**src/rtl/mem_lsu.sv**
```systemverilog
// mem_lsu: load/store unit driving a single data bus, with sub-word read-modify-write and bus timeout
module mem_lsu #(
    parameter int unsigned TIMEOUT_CYCLES = 255
) (
    input  logic        clk,
    input  logic        rst,
    input  logic        r_mem_enable_i,
    input  logic        w_mem_enable_i,
    input  logic [31:0] r_mem_addr_i,
    input  logic [31:0] w_mem_addr_i,
    input  logic [31:0] w_mem_data_i,
    input  logic [2:0]  data_type_i,
    input  logic        mem_w_reg_enable_i,
    input  logic [4:0]  w_reg_addr_i,
    output logic [31:0] bus_addr_o,
    output logic        bus_req_o,
    output logic        bus_we_o,
    output logic [31:0] bus_wdata_o,
    input  logic [31:0] bus_rdata_i,
    input  logic        bus_ack_i,
    output logic        w_reg_enable_o,
    output logic [4:0]  w_reg_addr_o,
    output logic [31:0] w_reg_data_o,
    output logic        stall_o,
    output logic        misalign_o,
    output logic        bus_err_o
);
    localparam int CW = $clog2(TIMEOUT_CYCLES + 1);

    typedef enum logic [1:0] {IDLE, RD, WR, WB} state_t;

    state_t        state_q, state_d;
    logic [31:0]   addr_q, addr_d;
    logic [31:0]   word_q, word_d;
    logic [2:0]    type_q, type_d;
    logic          store_q, store_d;
    logic          wen_q, wen_d;
    logic [4:0]    rd_q, rd_d;
    logic [CW-1:0] cnt_q, cnt_d;
    logic          mis_q, mis_d;
    logic          err_q, err_d;

    logic        req_in, in_byte, in_half, in_word, misaligned, accept, timeout, sgn;
    logic [31:0] in_addr, mask, merged, lane, load_val;
    logic [4:0]  sh;

    // request decode, sub-word lane merge for stores and lane extraction for loads
    always_comb begin
        req_in     = r_mem_enable_i | w_mem_enable_i;
        in_addr    = w_mem_enable_i ? w_mem_addr_i : r_mem_addr_i;
        in_byte    = data_type_i[1:0] == 2'b01;
        in_half    = data_type_i[1:0] == 2'b10;
        in_word    = !in_byte && !in_half;
        misaligned = (in_half && in_addr[0]) || (in_word && |in_addr[1:0]);
        accept     = state_q == IDLE && req_in && !misaligned;
        timeout    = cnt_q == CW'(TIMEOUT_CYCLES - 1);
        sh         = {addr_q[1:0], 3'b000};
        mask       = type_q[1:0] == 2'b01 ? 32'h0000_00FF << sh :
                     type_q[1:0] == 2'b10 ? 32'h0000_FFFF << sh : 32'hFFFF_FFFF;
        merged     = (bus_rdata_i & ~mask) | ((word_q << sh) & mask);
        lane       = word_q >> sh;
        sgn        = !type_q[2];
        load_val   = type_q[1:0] == 2'b01 ? {{24{sgn & lane[7]}}, lane[7:0]} :
                     type_q[1:0] == 2'b10 ? {{16{sgn & lane[15]}}, lane[15:0]} : word_q;
    end

    // next-state logic: accept in IDLE, read then write for sub-word stores, timeout per bus phase
    always_comb begin
        state_d = state_q;
        addr_d  = addr_q;
        word_d  = word_q;
        type_d  = type_q;
        store_d = store_q;
        wen_d   = wen_q;
        rd_d    = rd_q;
        cnt_d   = cnt_q;
        mis_d   = 1'b0;
        err_d   = 1'b0;
        case (state_q)
            IDLE: begin
                mis_d = req_in && misaligned;
                if (accept) begin
                    addr_d  = in_addr;
                    word_d  = w_mem_data_i;
                    type_d  = data_type_i;
                    store_d = w_mem_enable_i;
                    wen_d   = mem_w_reg_enable_i;
                    rd_d    = w_reg_addr_i;
                    cnt_d   = '0;
                    state_d = (w_mem_enable_i && in_word) ? WR : RD;
                end
            end
            RD: begin
                if (bus_ack_i) begin
                    word_d  = store_q ? merged : bus_rdata_i;
                    cnt_d   = '0;
                    state_d = store_q ? WR : WB;
                end else if (timeout) begin
                    err_d   = 1'b1;
                    state_d = IDLE;
                end else begin
                    cnt_d = cnt_q + 1'b1;
                end
            end
            WR: begin
                if (bus_ack_i) begin
                    state_d = IDLE;
                end else if (timeout) begin
                    err_d   = 1'b1;
                    state_d = IDLE;
                end else begin
                    cnt_d = cnt_q + 1'b1;
                end
            end
            default: state_d = IDLE;
        endcase
    end

    // state and latched transaction fields
    always_ff @(posedge clk) begin
        if (rst) begin
            state_q <= IDLE;
            addr_q  <= '0;
            word_q  <= '0;
            type_q  <= '0;
            store_q <= 1'b0;
            wen_q   <= 1'b0;
            rd_q    <= '0;
            cnt_q   <= '0;
            mis_q   <= 1'b0;
            err_q   <= 1'b0;
        end else begin
            state_q <= state_d;
            addr_q  <= addr_d;
            word_q  <= word_d;
            type_q  <= type_d;
            store_q <= store_d;
            wen_q   <= wen_d;
            rd_q    <= rd_d;
            cnt_q   <= cnt_d;
            mis_q   <= mis_d;
            err_q   <= err_d;
        end
    end

    assign bus_req_o      = state_q == RD || state_q == WR;
    assign bus_we_o       = state_q == WR;
    assign bus_addr_o     = bus_req_o ? {addr_q[31:2], 2'b00} : 32'h0;
    assign bus_wdata_o    = bus_we_o ? word_q : 32'h0;
    assign w_reg_enable_o = state_q == WB && wen_q && |rd_q;
    assign w_reg_addr_o   = state_q == WB ? rd_q : 5'h0;
    assign w_reg_data_o   = state_q == WB ? load_val : 32'h0;
    assign stall_o        = bus_req_o || accept;
    assign misalign_o     = mis_q;
    assign bus_err_o      = err_q;
endmodule

```
**config.mk**
```make
export PLATFORM = sky130hd
export DESIGN_NAME = mem_lsu
export DESIGN_NICKNAME = d
export VERILOG_FILES = /design/src/rtl/mem_lsu.sv
export SDC_FILE = /design/constraint.sdc
export NUM_CORES = 1
export LEC_CHECK = 0
export ABC_CLOCK_PERIOD_IN_PS = 2500
export BUFFER_PORTS_ARGS = -buffer_cell sky130_fd_sc_hd__buf_4
export CAP_MARGIN = 20
export CORE_UTILIZATION = 30
export CTS_CLUSTER_DIAMETER = 60
export CTS_CLUSTER_SIZE = 10
export DETAILED_ROUTE_END_ITERATION = 10
export SLEW_MARGIN = 15
export SYNTH_ARGS = -nofsm -noshare
export SYNTH_HDL_FRONTEND = slang
export SYNTH_SLANG_ARGS = --single-unit
export TNS_END_PERCENT = 30
```
**constraint.sdc**
```tcl
create_clock -name clk -period 2.5 [get_ports clk]
set_input_delay 0.5 -clock clk [delete_from_list [all_inputs] [get_ports clk]]
set_output_delay 0.5 -clock clk [all_outputs]
set_load 0.02 [all_outputs]
```
# Word-level counts from Yosys, hierarchy flattened
# Cells that the tools add are included.
# totals
inputBits,142
regBits,86
# op_classes
shifts,4
muxes,26
addsub,1
reduce_logical,27
bitwise,9
eq_ne,11
# op_table
operator,count
32-bit 2-to-1 mux,11
32-bit AND,2
32-bit case mux with 2 select lines,1
8-bit 2-to-1 mux,4
32-bit NOT,1
32-bit OR,1
"16-bit by 5-bit << shifter with 32-bit output, first input constant",1
32-bit by 5-bit << shifter with 32-bit output,1
"8-bit by 5-bit << shifter with 32-bit output, first input constant",1
32-bit by 5-bit right shift with 16-bit output,1
8-bit case mux with 3 select lines,1
2-bit 2-to-1 mux,5
1-bit logical AND,9
"8-bit by 1-bit adder with 8-bit output, second input constant",1
"2-bit equality test, second input constant",4
"8-bit equality test, second input constant",1
"2-bit by 1-bit equality test with 1-bit output, second input constant",3
"2-bit inequality test, second input constant",3
2-bit case mux with 3 select lines,1
3-bit AND reduction,2
2-bit OR reduction,3
5-bit 2-to-1 mux,1
5-bit OR reduction,1
1-bit logical NOT,4
other kinds (10),15

# Longest topological paths before layout
# Gate-level depths: netlist of the first run.
# depth
depth_word,9
depth_mapped,10
mapped_depth_nobuf,7

# Worst setup path after synthesis of the first run
# OpenSTA, ideal clock, no wires.
# synth_path
path_kind,input port to output port
startpoint,in data_type_i[0]
endpoint,out stall_o
stages,8
required_time_ns,2.000
t_arrival_ns,1.897
n_path_buf,2
slack_ns,0.103
path_cell_list,inv_1 > ha_1 > nor2_1 > a2bb2oi_2 > and2b_1 > buf_4 > buf_4 > or2_2
# synth_between
elab_chain_cells,8
word_cells_on_any_way,11
classes_between,eq/ne: 2; reduce/logical: 9
# synth_lines
item,line,rtl
start: declaration,12,"input logic [2:0] data_type_i,"
2-bit by 1-bit equality test with 1-bit output or 2-bit equality test (tied branches),"51, 52",
1-bit logical NOT,53,in_word = !in_byte && !in_half;
1-bit logical AND,53,
1-bit logical AND,54,misaligned = (in_half && in_addr[0]) || (in_word && |in_addr[1:0]);
1-bit logical OR (*),54,
1-bit logical NOT (*),55,accept = state_q == IDLE && req_in && !misaligned;
1-bit logical AND (*),55,
1-bit logical OR (*),153,assign stall_o = bus_req_o || accept;
end: declaration,24,"output logic stall_o,"
# Mark *: on every way between the ends. The rest lies on a longest branch, timed or not.

# Final worst setup path of the first run
# layout_path
startpoint,reg addr_q[0]
endpoint,out w_reg_data_o[29]
# layout_between
elab_chain_cells,5
word_cells_on_any_way,6
classes_between,shift: 1; mux: 3; bitwise: 2
# layout_lines
item,line,rtl
start: declaration,33,"logic [31:0] addr_q, addr_d;"
start signal: assignment,134,addr_q <= addr_d;
32-bit by 5-bit right shift with 16-bit output (*),61,lane = word_q >> sh;
1-bit AND,64,"type_q[1:0] == 2'b10 ? {{16{sgn & lane[15]}}, lane[15:0]} : word_q;"
32-bit 2-to-1 mux,64,
32-bit 2-to-1 mux (*),63,"load_val = type_q[1:0] == 2'b01 ? {{24{sgn & lane[7]}}, lane[7:0]} :"
32-bit 2-to-1 mux (*),152,assign w_reg_data_o = state_q == WB ? load_val : 32'h0;
end: declaration,23,"output logic [31:0] w_reg_data_o,"
# Marked as above.

==> flow_summary.toml, run 1 <==
[yosys]
synth_top_area_cell = "dfxtp_1"
synth_edf_count = 0
synth.cell_area_um2 = 6080
yosys_warnings = 0
synthCells = 765
netlist.area_leader.share_pct = 28.3
synth-simple-area-share_pct = 24.1
synth_xor_area_share_pct = 0
ys_top_cells_by_area = "dfxtp_1, mux2i_1, nor2_1"
synthMuxAreaShare_pct = 14.6
ys.flop_type = "dfxtp_1"
yosys.cell_types.count = 58
synth-compound-area-share_pct = 24.0
synth_top_family_by_area = "simple AND/OR/NAND/NOR gates"
syn_avg_cell_area_um2 = 7.95
seq_area_frac_synth_pct = 28.3
async_flop_share_pct = 0
synthAdderAreaFrac_pct = 2.47
ys_ff_latch = 86

[floorplan]
rows = 51
io-pin-count = 249
die_area_um2 = 20800
chipHeight_um = 144
coreArea_um2 = 19700
initial_core_util_pct = 30.9
die_w_um = 144

[sta]
setup_viol = 0
clock.fmax_mhz = 409
fin_crit_sh_pct = 97.7
period_minus_slack_ns = 2.44
hold_viol_final = 0
report.final.slew_viol_count = 0
fin_worst_skew_ns = 0.0132
finalWorstSetupSlack_ns = 0.0571
worstMarginPinSlew_ns = 0.592
max-slew-margin-rel_pct = 60.4
rsz0062_at_grt = "true"

[drt]
drtIter0Drc = 445
routedWlPerCell_um = 18.0
first_pass_iters = 5
num_vias = 6594
drc = 0
wl_mm = 23.1
vias_per_cell = 5.13
postRouteAntennaNets = 0

[finish]
final_area_um2 = 8800
layout-drive-gt1-share_pct = 35.3
finalNetCount = 1171
insertedDiodeCount = 0
syn2layout_area_growth_pct = 44.8

[cts]
insertion_delay_ns = 0.35
clockBufferDepth = 2
cts_setup_buffers = 0
cts_tree = "done"
htreeDepth = 3
path_clk_slew_ns = 0.07
cts_buffers = 9
root_buffer = "clkbuf_16"
cts_sinks = 86

[critical_path]
crit_path_end_kind = "primary output"
cp.arrival_ns = 1.94
max_stage_delay_ns = 0.53
worst-path-max-fanout = 8
crit_slowest_cell = "mux4_2"
worstPathRequired_ns = 2.00
crit_top_cell = "buf_4"
cp-start-kind = "flip-flop"
critical_path_class = "flip-flop to primary output"
crit_chain = "mux4_2, inv_1, o21ai_2, nand3_2, buf_4, nor2_1, buf_4"

[placed_design]
place_hpwl_mm = 17.6
gp_congestion = 0.994
pre_cts_ws_ns = 0.101
postPlaceCellArea_um2 = 8410
port_buffers = 246

[run_status]
status = "finished, final reports clean"

[global_route]
antenna_found_initial = 0
grt_pass1_vias = 6076
grt_overflow_total = 0
grtUsageTotal_pct = 21.7
grt_start_max_net_pins = 74
grt_pass1_wl_mm = 33.9

[power]
ir_worst_vdd_v = 0.000410
power_density_nw_per_um2 = 747
leakage_uw = 0.00379

[hold_path]
hold_class = "input port to flip-flop"

[job]
drv_cap = 0
## layer usage
| metal | wire, um | track usage, % | share of wire [%] |
|---|---|---|---|
| met4 | 842 | 10.2 | 3.6 |
| met3 | 1960 | 4.30 | 8.5 |
| met5 | 0 | 0 | 0 |
| met2 | 10800 | 36.6 | 47 |
| met1 | 9540 | 26.4 | 41 |
## path summary, 6_finish.rpt
check | end | slack, ns | cells past startpoint | start
worst max-delay path | w_reg_data_o[29] | 0.06 | 7 | addr_q[0]
worst min-delay path | bus_err_o | 0.38 | 2 | bus_ack_i
worst max register to register | flip-flop | 0.34 | 7 | state_q[1]
worst min register to register | cnt_q[4] | 0.49 | 1 | cnt_q[4]
## metrics by stage
stage	power, uW	setup TNS [ns]	cells	hold WS [ns]	util [%]
2_1_floorplan	3830	0	766	0.442	-
3_3_place_gp	5130	0	1270	0.462	42.8
3_5_place_dp	5150	0	1270	0.475	42.8
4_1_cts	6550	0	1285	0.362	44.4
5_1_grt	6960	-0.112	1286	0.373	44.8
6_report	6570	0	1286	0.378	44.8
## cell type report
cell class	count	area, um^2
Clock inverter	6	68.8
Sequential cell	86	1730
Clock buffer	9	225
Multi-Input combinational cell	590	4020
Fill cell	2074	10900
Inverter	28	109
Timing Repair Buffer	302	2310
Tap cell	265	332
## power breakdown
| part | internal [uW] | leakage, uW | switching (uW) | total, uW |
|---|---|---|---|---|
| registers | 1690 | 0.000711 | 361 | 2050 |
| clock network | 777 | 0.000142 | 597 | 1370 |
| logic | 1380 | 0.00294 | 1770 | 3150 |
## placed cells by master, fill, tap and decap left out, types with 3 or more instances in the layout
| cell | instances |
|---|---|
| nand2b_1 | 15 |
| nand3_1 | 6 |
| and2_1 | 68 |
| ha_1 | 10 |
| inv_1 | 27 |
| a31oi_1 | 7 |
| dfxtp_2 | 3 |
| o2bb2ai_1 | 11 |
| nand2_1 | 47 |
| o21ai_0 | 23 |
| a211oi_1 | 47 |
| mux4_2 | 8 |
| nor2b_1 | 11 |
| or3_1 | 3 |
| a21boi_0 | 8 |
| nor2_1 | 118 |
| clkbuf_16 | 9 |
| a22o_1 | 10 |
| dfxtp_1 | 81 |
| nor3_1 | 4 |
| mux2i_1 | 66 |
| buf_4 | 297 |
| buf_12 | 3 |
| a22oi_1 | 9 |
| a311oi_1 | 8 |
| o22ai_1 | 18 |
| a21oi_1 | 22 |
| o211ai_1 | 18 |
## synth_stat cells (all sizes together), types with 2 or more instances
| library cell | n |
|---|---|
| nand2b | 15 |
| nand2 | 49 |
| and2b | 2 |
| and3 | 2 |
| o2bb2ai | 12 |
| o21ai | 27 |
| mux2i | 67 |
| o211ai | 18 |
| mux4 | 8 |
| o22ai | 18 |
| ha | 12 |
| nor2b | 14 |
| mux2 | 2 |
| or3 | 3 |
| clkbuf | 38 |
| or2 | 2 |
| inv | 28 |
| a22oi | 10 |
| a211oi | 47 |
| a221oi | 3 |
| a311oi | 8 |
| dfxtp | 86 |
| nor2 | 121 |
| a21oi | 22 |
| and2 | 68 |
| a22o | 10 |
| a21boi | 10 |
| nor3 | 6 |
| a31oi | 7 |
| nand3 | 7 |
| buf | 24 |
| nor3b | 2 |
| a2bb2oi | 2 |
## cell families after synthesis
family / count (synthesis)
and+or+nand+nor: 296
AOI/OAI and AO/OA: 203
buffers and inverters: 90
DFF: 86
muxes: 77
adders and majority gates: 12
other: 1
## worst max-delay path, delay by kind of cell (launching register included)
family,cells,cell delay [ns]
compound gates,1,0.08
buf+inv,3,0.41
flops,1,0.39
mux,1,0.53
simple gates,2,0.20
## what timing repair did
item / 4_1_cts / 5_1_grt
pin swaps: 0 / 2
gates cloned: 0 / 1
hold buffers: 0 / 0
endpoints found under the setup margin: 29 / 25
gates resized for setup: 11 / 20
Power figures use the tool's default switching activity.
==> run 2, diff against run 1 <==
--- a/config.mk
+++ b/config.mk
@@ -12,6 +12,7 @@
 export CTS_CLUSTER_DIAMETER = 60
 export CTS_CLUSTER_SIZE = 10
 export DETAILED_ROUTE_END_ITERATION = 10
+export PLACE_DENSITY = 0.63
 export SLEW_MARGIN = 15
 export SYNTH_ARGS = -nofsm -noshare
 export SYNTH_HDL_FRONTEND = slang
==> run 2 against run 1 <==
First-iteration DRC count shrank 23%. Sequential share of layout area shrank 0.075 points. Count of clock-buffer cells in the layout grew 1. Critical path depth grew 1. Core utilization grew 0.17 points. Combinational power shrank 3%. Sequential power is essentially flat. Global-route usage shrank 0.75 points. Hold slack lost 0.0056 ns. Via count shrank 0.50%. Largest cell class unchanged.
==> flow_summary.toml, run 2 (synthesis results as in run 1) <==
[placed_design]
pre_cts_ws_ns = 0.0419
gp_congestion = 0.936
place_hpwl_mm = 17.1
port_buffers = 246
postPlaceCellArea_um2 = 8440
dp.cells = 1268

[sta]
finalWorstSetupSlack_ns = 0.0773
fin_crit_sh_pct = 96.9
rsz0062_at_grt = "false"
setup_viol = 0
period_minus_slack_ns = 2.42
hold_viol_final = 0
report.final.slew_viol_count = 0
worstMarginPinSlew_ns = 0.691
clock.fmax_mhz = 413
timing.setup.tns_ns = 0
max-slew-margin-rel_pct = 53.9
fin_worst_skew_ns = 0.00729

[run_status]
status = "finished, final reports clean"

[finish]
multi_input_area_um2 = 4010
final_cell_mix = "buf_4, nor2_1, dfxtp_1, and2_1, mux2i_1"
ff_latch_area_um2 = 1730
layout-drive-gt1-share_pct = 35.2
insertedDiodeCount = 0
final_cells = 1283
final_area_um2 = 8830
final_common_cell = "buf_4"
fill_cells = 2008
syn2layout_area_growth_pct = 45.3
finalNetCount = 1168

[cts]
cts_buffers = 9
clockBufferDepth = 2
ctsHoldBuffers = 0
root_buffer = "clkbuf_16"
insertion_delay_ns = 0.35
htreeDepth = 3
cts_tree = "done"
path_clk_slew_ns = 0.06
cts_sinks = 86

[power]
internal_power_uw = 4080
p_comb_share_pct = 45.7
p_sw_uw = 2660
p_seq_share_pct = 30.7
leakage_uw = 0.00380
power_density_nw_per_um2 = 762
switching_share_pct = 39.5
ir_worst_vdd_v = 0.000402
p_clk_share_pct = 23.6

[hold_path]
hold_class = "input port to flip-flop"

[critical_path]
worst-path-max-fanout = 7
crit_top_cell = "buf_4"
crit_chain = "buf_4, inv_1, ha_2, nor2_1, a2bb2oi_2, and2b_2, or2_2, buf_4"
crit_path_end_kind = "primary output"
critical_path_class = "input port to primary output"
max_stage_delay_ns = 0.38
worstPathRequired_ns = 2.00
cp-start-kind = "input port"
cp.arrival_ns = 1.92
crit_slowest_cell = "ha_2"

[floorplan]
rows = 51
io-pin-count = 249
die_w_um = 144
coreArea_um2 = 19700
chipHeight_um = 144
die_area_um2 = 20800
initial_core_util_pct = 30.9

[global_route]
grt_start_max_net_pins = 74
grtUsageTotal_pct = 21.0
grt_pass1_vias = 6063
grt_pass1_wl_mm = 32.7
grt_overflow_total = 0
antenna_found_initial = 0

[drt]
wl_mm = 22.2
num_vias = 6561
postRouteAntennaNets = 0
first_pass_iters = 5
routedWlPerCell_um = 17.3
drc = 0
vias_per_cell = 5.11
drtIter0Drc = 343

[job]
drv_cap = 0
run 2: worst max-delay path, delay by kind of cell:
| kind | cells | cell delay (ns) |
|---|---|---|
| AOI/OAI and AO/OA | 1 | 0.13 |
| adders and majority gates | 1 | 0.38 |
| buffers and inverters | 3 | 0.30 |
| and+or+nand+nor | 3 | 0.61 |
run 2: per-stage QoR:
stage	total power, uW	utilization [%]	hold slack, ns
floorplan	3830	-	0.442
global placement	5090	42.9	0.479
detailed placement	5120	42.9	0.486
CTS	6750	44.7	0.359
global route	7130	44.9	0.360
finish	6730	44.9	0.373
run 2: worst paths after layout:
check | from | to | slack, ns | depth (start not counted)
setup / recovery | data_type_i[0] | stall_o | 0.08 | 8
hold / removal | bus_ack_i | bus_err_o | 0.37 | 2
setup reg to reg | addr_q[1] | flip-flop | 0.39 | 8
hold reg to reg | addr_q[18] | addr_q[18] | 0.49 | 2
run 2: layout make-up:
type / count / area share, %
multi-input cells: 590 / 45.4
clock inverters: 5 / 1.20
repair buffers: 299 / 26.1
inverters: 28 / 1.19
flip-flops and latches: 86 / 19.6
well taps: 265 / 3.75
clock buffers: 10 / 2.71
run 2: power groups by stage:
stage	sequential, uW	combinational (uW)	clock (uW)
global route	2090	3350	1680
global placement	2080	3010	0
finish	2070	3070	1590
floorplan	1940	1890	0
detailed placement	2070	3050	0
CTS	2050	3060	1640
run 2: what timing repair did:
item,4_1_cts,5_1_grt
pin swaps,0,0
buffers inserted,0,0
endpoints found under the setup margin,27,30
gates resized for setup,9,18
run 2: per-layer routing:
metal / track usage, % / wire, um / up-vias
li1: - / - / 3218
met3: 5.17 / 2080 / 54
met4: 11.8 / 1050 / 0
met5: 0 / 0 / -
met1: 24.9 / 8860 / 2950
met2: 34.5 / 10200 / 339
==> run 3, diff against run 2 <==
--- a/config.mk
+++ b/config.mk
@@ -8,11 +8,11 @@
 export ABC_CLOCK_PERIOD_IN_PS = 2500
 export BUFFER_PORTS_ARGS = -buffer_cell sky130_fd_sc_hd__buf_4
 export CAP_MARGIN = 20
-export CORE_UTILIZATION = 30
+export CORE_UTILIZATION = 45
 export CTS_CLUSTER_DIAMETER = 60
 export CTS_CLUSTER_SIZE = 10
 export DETAILED_ROUTE_END_ITERATION = 10
-export PLACE_DENSITY = 0.63
+export PLACE_DENSITY = 0.85
 export SLEW_MARGIN = 15
 export SYNTH_ARGS = -nofsm -noshare
 export SYNTH_HDL_FRONTEND = slang
==> run 3 against run 2 <==
Core utilization is 20 points higher. Global-route usage is 8.0 points higher. Sequential power hardly changed. Register-to-register slack worse by 0.21 ns. Count of clock-buffer cells in the layout is 1 lower. Design area is 2.3% lower.
==> flow_summary.toml, run 3 (synthesis results as in run 1) <==
[run_status]
status = "finished, final reports clean"

[placed_design]
gp_congestion = 0.986
place_hpwl_mm = 15.1
port_buffers = 246

[floorplan]
io-pin-count = 249
die_area_um2 = 14000
die_w_um = 118
rows = 42
initial_core_util_pct = 46.1
coreArea_um2 = 13200
chipHeight_um = 118

[cts]
path_clk_slew_ns = 0.06
cts_buffers = 9
htreeDepth = 3
clockBufferDepth = 2
cts_sinks = 86
root_buffer = "clkbuf_16"
insertion_delay_ns = 0.35
cts_tree = "done"
ctsHoldBuffers = 0

[power]
power_density_nw_per_um2 = 746
leakage_uw = 0.00375
ir_worst_vdd_v = 0.000453

[global_route]
grt_start_max_net_pins = 74
grt_use_met1_pct = 32.3
grt_overflow_total = 0
use_met2_pct = 50.1
grt_pass1_wl_mm = 31.8
antenna_found_initial = 0
grt_use_met3_pct = 7.24
top_usage_layer = "met2"
grt_pass1_vias = 6338
grtUsageTotal_pct = 28.9

[sta]
period_minus_slack_ns = 2.45
rsz0062_at_grt = "true"
worstMarginPinSlew_ns = 0.717
setup_viol = 0
fin_crit_sh_pct = 98.1
fin_worst_skew_ns = 0.00558
clock.fmax_mhz = 408
max-slew-margin-rel_pct = 52.0
hold_viol_final = 0
report.final.slew_viol_count = 0
timing.setup.tns_ns = 0

[critical_path]
critical_path_class = "flip-flop to primary output"
crit_path_end_kind = "primary output"
cp.arrival_ns = 1.95
cp-start-kind = "flip-flop"
worstPathRequired_ns = 2.00
worst-path-max-fanout = 8

[drt]
drtIter0Drc = 575
postRouteAntennaNets = 0
routedWlPerCell_um = 17.2
num_vias = 6769
vias_per_cell = 5.69
wl_mm = 20.5
drc = 0
first_pass_iters = 7

[finish]
syn2layout_area_growth_pct = 42.0
insertedDiodeCount = 0
fill_cells = 1110
final_common_cell = "buf_4"
finalNetCount = 1163
layout-drive-gt1-share_pct = 34.8
fin_util_pct = 65.4
final_cell_mix = "buf_4, nor2_1, dfxtp_1, and2_1, mux2i_1"

[job]
drv_cap = 0

[hold_path]
hold_class = "input port to flip-flop"
run 3: final cells by class:
type                       instances  area, um^2  share of cell area (%)
timing repair buffer             294        2260                    26.2
sequential                        86        1740                    20.1
tap                              176         220                    2.55
multi-input combinational        590        4010                    46.4
clock inverter                     7        72.6                   0.841
inverter                          28         109                    1.26
clock buffer                       9         225                    2.61
run 3: metrics by stage:
step	power, uW	instances	worst slack (ns)	hold slack [ns]	instance area, um^2
2_1_floorplan	3830	766	0.103	0.442	6080
4_1_cts	6320	1188	0.0101	0.370	8570
3_5_place_dp	4940	1171	-0.0771	0.471	8230
3_3_place_gp	4870	1171	0.0313	0.458	8230
6_report	6440	1190	0.0470	0.383	8630
5_1_grt	6790	1190	-0.00560	0.381	8630
run 3: path summary, 6_finish.rpt:
path                            slack (ns)  cells after the start               end       from
worst max-delay path                  0.05                      7  w_reg_data_o[17]  addr_q[0]
worst min-delay path                  0.38                      2         bus_err_o  bus_ack_i
worst max register to register        0.18                      8         flip-flop  addr_q[0]
worst min register to register        0.49                      2          cnt_q[7]   cnt_q[7]
run 3: worst max-delay path: stages, from the launching register on:
cell,delay (ns)
dfxtp_4,0.40
mux4_2,0.55
inv_2,0.07
o21ai_2,0.06
nand3_2,0.14
buf_6,0.16
nor2_1,0.06
buf_4,0.15
run 3: repair_timing:
item                                    4_1_cts  5_1_grt
cloned                                        1        0
setup buffers                                 0        2
pin swaps                                     1        2
endpoints found under the setup margin       33       58
resized for setup                            16       12
run 3: routing by layer:
metal	up-vias	wire, um
met1	3049	7600
met4	0	1010
met2	434	9890
met5	-	0
met3	73	1990
li1	3213	-
run 3: power breakdown:
group	total (uW)	switching (uW)	internal [uW]	leakage [uW]
Combinational	3000	1650	1340	0.00289
Clock	1360	587	776	0.000142
Sequential	2080	391	1690	0.000711
Total	6440	2630	3810	0.00375
